`src/rtl/cordic_shift_accumulate.sv`:
```
// cordic_shift_accumulate: one rotation-mode CORDIC micro-rotation stage.
// Shift-and-add update of (x, y, z), registered with one clock of latency.
module cordic_shift_accumulate #(
    parameter int SHIFT = 0,
    parameter int WIDTH = 32
) (
    input  logic             clk,
    input  logic             rst,
    input  logic [WIDTH-1:0] x,
    input  logic [WIDTH-1:0] y,
    input  logic [WIDTH-1:0] z,
    input  logic [WIDTH-1:0] tan,
    output logic [WIDTH-1:0] x_out,
    output logic [WIDTH-1:0] y_out,
    output logic [WIDTH-1:0] z_out
);
    logic             w_neg;
    logic [WIDTH-1:0] w_xs;
    logic [WIDTH-1:0] w_ys;
    logic [WIDTH-1:0] w_x_nxt;
    logic [WIDTH-1:0] w_y_nxt;
    logic [WIDTH-1:0] w_z_nxt;
    logic [WIDTH-1:0] r_x;
    logic [WIDTH-1:0] r_y;
    logic [WIDTH-1:0] r_z;

    // z = 0 rotates in the positive direction
    assign w_neg = z[WIDTH-1];
    assign w_xs  = $signed(x) >>> SHIFT;
    assign w_ys  = $signed(y) >>> SHIFT;

    always_comb begin
        w_x_nxt = x - w_ys;
        w_y_nxt = y + w_xs;
        w_z_nxt = z - tan;
        if (w_neg) begin
            w_x_nxt = x + w_ys;
            w_y_nxt = y - w_xs;
            w_z_nxt = z + tan;
        end
    end

    always_ff @(posedge clk) begin
        if (rst) begin
            r_x <= '0;
            r_y <= '0;
            r_z <= '0;
        end else begin
            r_x <= w_x_nxt;
            r_y <= w_y_nxt;
            r_z <= w_z_nxt;
        end
    end

    assign x_out = r_x;
    assign y_out = r_y;
    assign z_out = r_z;
endmodule

```
`config.mk`:
```
export PLATFORM = sky130hd
export DESIGN_NAME = cordic_shift_accumulate
export DESIGN_NICKNAME = d
export VERILOG_FILES = /design/src/rtl/cordic_shift_accumulate.sv
export SDC_FILE = /design/constraint.sdc
export NUM_CORES = 1
export LEC_CHECK = 0
export CORE_AREA = 2 2 136 151
export DETAILED_ROUTE_END_ITERATION = 12
export DIE_AREA = 0 0 138 153
export HOLD_SLACK_MARGIN = 0.03
export PLACE_DENSITY = 0.81
export SLEW_MARGIN = 20
export SYNTH_ARGS = -nofsm -noshare
export SYNTH_HDL_FRONTEND = slang
export SYNTH_SLANG_ARGS = --single-unit
```
`constraint.sdc`:
```
create_clock -name clk -period 6.19 [get_ports clk]
set_clock_uncertainty 0.2 [all_clocks]
set_input_delay 1.238 -clock clk [delete_from_list [all_inputs] [get_ports clk]]
set_output_delay 1.238 -clock clk [all_outputs]
set_load 0.005 [all_outputs]
```
; Yosys cells after proc, flatten, opt, wreduce, memory -nomap -nowiden
; Cells that the tools add are included.
[classes]
n_bitwise = 0
n_mul = 0
addsub = 5
n_lt_le_gt_ge = 0
n_reduce_logical = 0
shifts = 0
n_div = 0
muxes = 3
eq_ne = 0
[op_table]
columns = cell, count
row1 = $mux W32, 3
row2 = $sub A32 B32 Y32, 3
row3 = $add A32 B32 Y32, 2
[word_totals]
out_inout_bits = 96
mem_count = 0
input_bits = 130
mem_bits_ro = 0
regBits = 96
ramBits = 0
latchBits = 0

; Longest topological paths before layout
[depth]
depth_word = 2
ltp_mapped = 18
ltp_nobuf = 17

; Worst setup path after synthesis
; OpenSTA, ideal clock, no wires.
[synth_path]
path_kind = input -> register
startpoint = in z[31]
endpoint = reg r_z[26] (netlist: z_out[26])
path_stages = 16
path_buffers = 4
setup_time_ps = 121
t_arrival_ps = 4814
slack_ps = 1054
cell_sequence = clkbuf_1 -> clkbuf_1 -> clkbuf_1 -> buf_1 -> a21oi_1 -> xor2_1 -> ha_1 -> a21oi_2 -> o21ai_2 -> or4_4 -> o221a_4 -> o41ai_4 -> a21oi_2 -> nor2_2 -> o21ai_2 -> mux2_4
[synth_via]
elab_chain_cells = 1
[synth_lines]
columns = item, line
row1 = start: declaration, 11  ; input logic [WIDTH-1:0] z,
row2 = $mux W32, 36  ; if (w_neg) begin
row3 = end signal: assignment, 51  ; r_z <= w_z_nxt;
row4 = end: declaration, 25  ; logic [WIDTH-1:0] r_z;
; Every way passes these cells.
; A chain may end at the register's enable or synchronous reset.

; Final worst setup path
[layout_path]
startpoint = in tan[3]
endpoint = reg r_z[26] (netlist: z_out[26])
[layout_via]
elab_chain_cells = 2
word_cells_on_any_way = 3
[layout_lines]
columns = item, line
row1 = start: declaration, 12  ; input logic [WIDTH-1:0] tan,
row2 = $sub A32 B32 Y32 / $add A32 B32 Y32 (equally long branches), "35, 39"
row3 = $mux W32 *, 36
; Every way passes the cells marked *; elsewhere a longest branch is shown, timed or not.

==> flow_summary.toml <==
[outcome]
status = "completed"

[finish]
final_area_sq_mm = 0.01266
nets = 1785
syn_to_final_growth_pct = 25.85
drive_gt1_share_pct = 4.528
utilization_pct = 64.64
layoutNonFillerInstCount = 1776
n_antenna_cell = 0

[grt]
gr-usage-all-layers_pct = 28.70
grt_max_degree = 103
grt_overflow = 0
grt_pass1_vias = 10150
grt_pass1_wl_mm = 50.16
antenna_found_initial = 0

[place]
portBuffers = 225
dpl_cell_area_sq_mm = 0.01238
routabilityCongestion = 0.9748
dp.cells = 1760
place_worst_setup_slack_ps = 562.3
dpl.hpwl_mm = 24.95

[yosys]
synth_xor_area_share_pct = 8.529
synth_cell_types = 86
synth.avg_cell_area_sq_um = 7.527
synth_compound_area_share_pct = 26.31
synth_edf_count = 0
synth_mux_area_share_pct = 3.096
synth_ff_type = "dfxtp_1"
netlist_area_sq_mm = 0.01006
synth_top_family_by_area = "compound AO/OA/AOI/OAI gates"
ys_seq_area_share_pct = 18.90
synthSimpleGateAreaFrac_pct = 19.07
synth_adder_area_share_pct = 17.21
async_flop_share_pct = 0
synth_cells = 1337
synth_fp_nets = 1603
yosys_warnings = 0
ys_seq_elements = 95

[critical_path]
crit_required_ps = 6240
endpoint_kind = "register"
critPathMaxStageDelay_ps = 500
worstSetupPathType = "in2reg"
worstPathArrival_ps = 5350
startpoint_type = "input port"
cp.buffers_inverters = 1
critical-path-top-delay-family = "simple AND/OR/NAND/NOR gates"
cp_max_fo = 5
cp_cell_sequence = "clkdlybuf4s50_1 > or3_1 > nor4_2 > nand2_1 > nor2_1 > nor2_1 > xor2_1 > ha_1 > nand2_1 > o21ai_2 > or4_4 > o221a_4 > o41ai_4 > a21oi_2 > nor2_2 > o21ai_2 > mux2_4"
crit_slowest_cell = "or4_4"

[power_and_ir_drop]
vdd_ir_drop_max_uv = 140.9
finalPower_mw = 2.534
leakagePower_nw = 5.587
power.density_mw_per_mm2 = 200.1

[cts]
htree_levels = 3
clkTransAtPathRegs_ps = 70
root_buffer = "clkbuf_16"
cts.sinks = 95
cts-resized-gates = 0
cts_hold_buf = 0
cts_setup_buffers = 0
cts_buffer_depth = 2
cts_inserted_buffers = 9
cts_tree = "built"

[timing]
final-hold-violation-count = 0
fin_crit_sh_pct = 85.64
drv_slew = 0
holdWs_ps = 1165
tns_ps = 0
fmax_mhz = 188.6
grt_setup_unrepaired = "false"
setup_viol = 0
relSlewSlack_pct = 30.12
worstMarginPinSlew_ps = 1048
worst_slack_ps = 889.2
fin_crit_ps = 5301

[drt]
totalWireLength_mm = 31.46
wire_per_inst_um = 17.71
drc = 0
viasPerCell = 5.892
drtIter0Drc = 700
dr.pass1.iters = 5
ant_nets = 0
vias = 10470

[floorplanning]
pin_count = 226
chipWidth_um = 138
coreArea_sq_mm = 0.01959
dieArea_sq_mm = 0.02111
initial_core_util_pct = 51.36
num_rows = 54
die_y_um = 153

[flow_run]
cap_violations = 0

[worst_hold_path]
hold_path_class = "in2reg"
## Yosys cell counts, drive strengths merged, types with 21 or more instances
cell    instances  area, sq um
clkbuf         22        82.58
a21oi         151        763.2
ha            132         1652
inv           108        405.4
o21ai          69        356.6
nor2          180        678.2
a21o           31        232.7
o21bai         34        255.2
buf            36        186.4
xor2           40        350.3
xnor2          58        508.0
nor3           41        210.2
dfxtp          95         1902
mux2i          24        240.2
nand2          58        217.7
nand2b         21        131.4
## layout make-up
cell class	instances	area, sq um
multi-input cells	1073	7468
fillers	1757	6929
repair buffers	230	2285
flip-flops and latches	95	1902
inverters	110	412.9
well taps	252	315.3
clock buffers	10	229.0
clock inverters	6	52.55
## placed cells by master (no fill, tap or decap), drive strengths merged, types with 7 or more instances in the layout
cell type and n:
nand2 58, xnor2 58, o21ai 69, or3 13, dfxtp 95, nor2b 19
o31ai 9, nor2 180, inv 111, o21a 10, xor2 40, or2 9
clkbuf 10, o211ai 14, nand2b 21, a21o 31, a31oi 11, o21bai 34
a211oi 18, a21oi 151, nand4 7, nand3 17, and2 9, buf 7
mux2i 24, nor3 41, ha 132, clkdlybuf4s50 223
## sequential cells by signal (all words and copies together) (netlist names)
signal and cells:
y_out 31, z_out 32, x_out 32
## per-layer routing
| metal | global-route usage, % | part of all wire (%) |
|---|---|---|
| met1 | 35.17 | 42 |
| met2 | 50.45 | 48 |
| met5 | 0 | 0 |
| met3 | 4.668 | 7.5 |
| met4 | 10.93 | 3.1 |
## logic make-up (layout without fill, tap and decap cells)
kind of cell | Yosys count | in the layout
AOI/OAI and AO/OA | 404 | 404
xor gates and xnor gates | 98 | 98
adders and majority gates | 136 | 136
buffers and inverters | 169 | 356
DFF | 95 | 95
muxes | 30 | 30
and+or+nand+nor | 405 | 405
## final timing paths
check	startpoint	end	slack, ps	cells past startpoint
max	tan[3]	z_out[26]	890	17
min	z[31]	x_out[1]	1160	3
## power breakdown
part	internal, mW	total, mW	switching [mW]
combinational	0.591	1.23	0.637
sequential	0.710	0.741	0.0313
clock	0.280	0.565	0.285
total	1.58	2.53	0.953
Power figures use the tool's default switching activity.
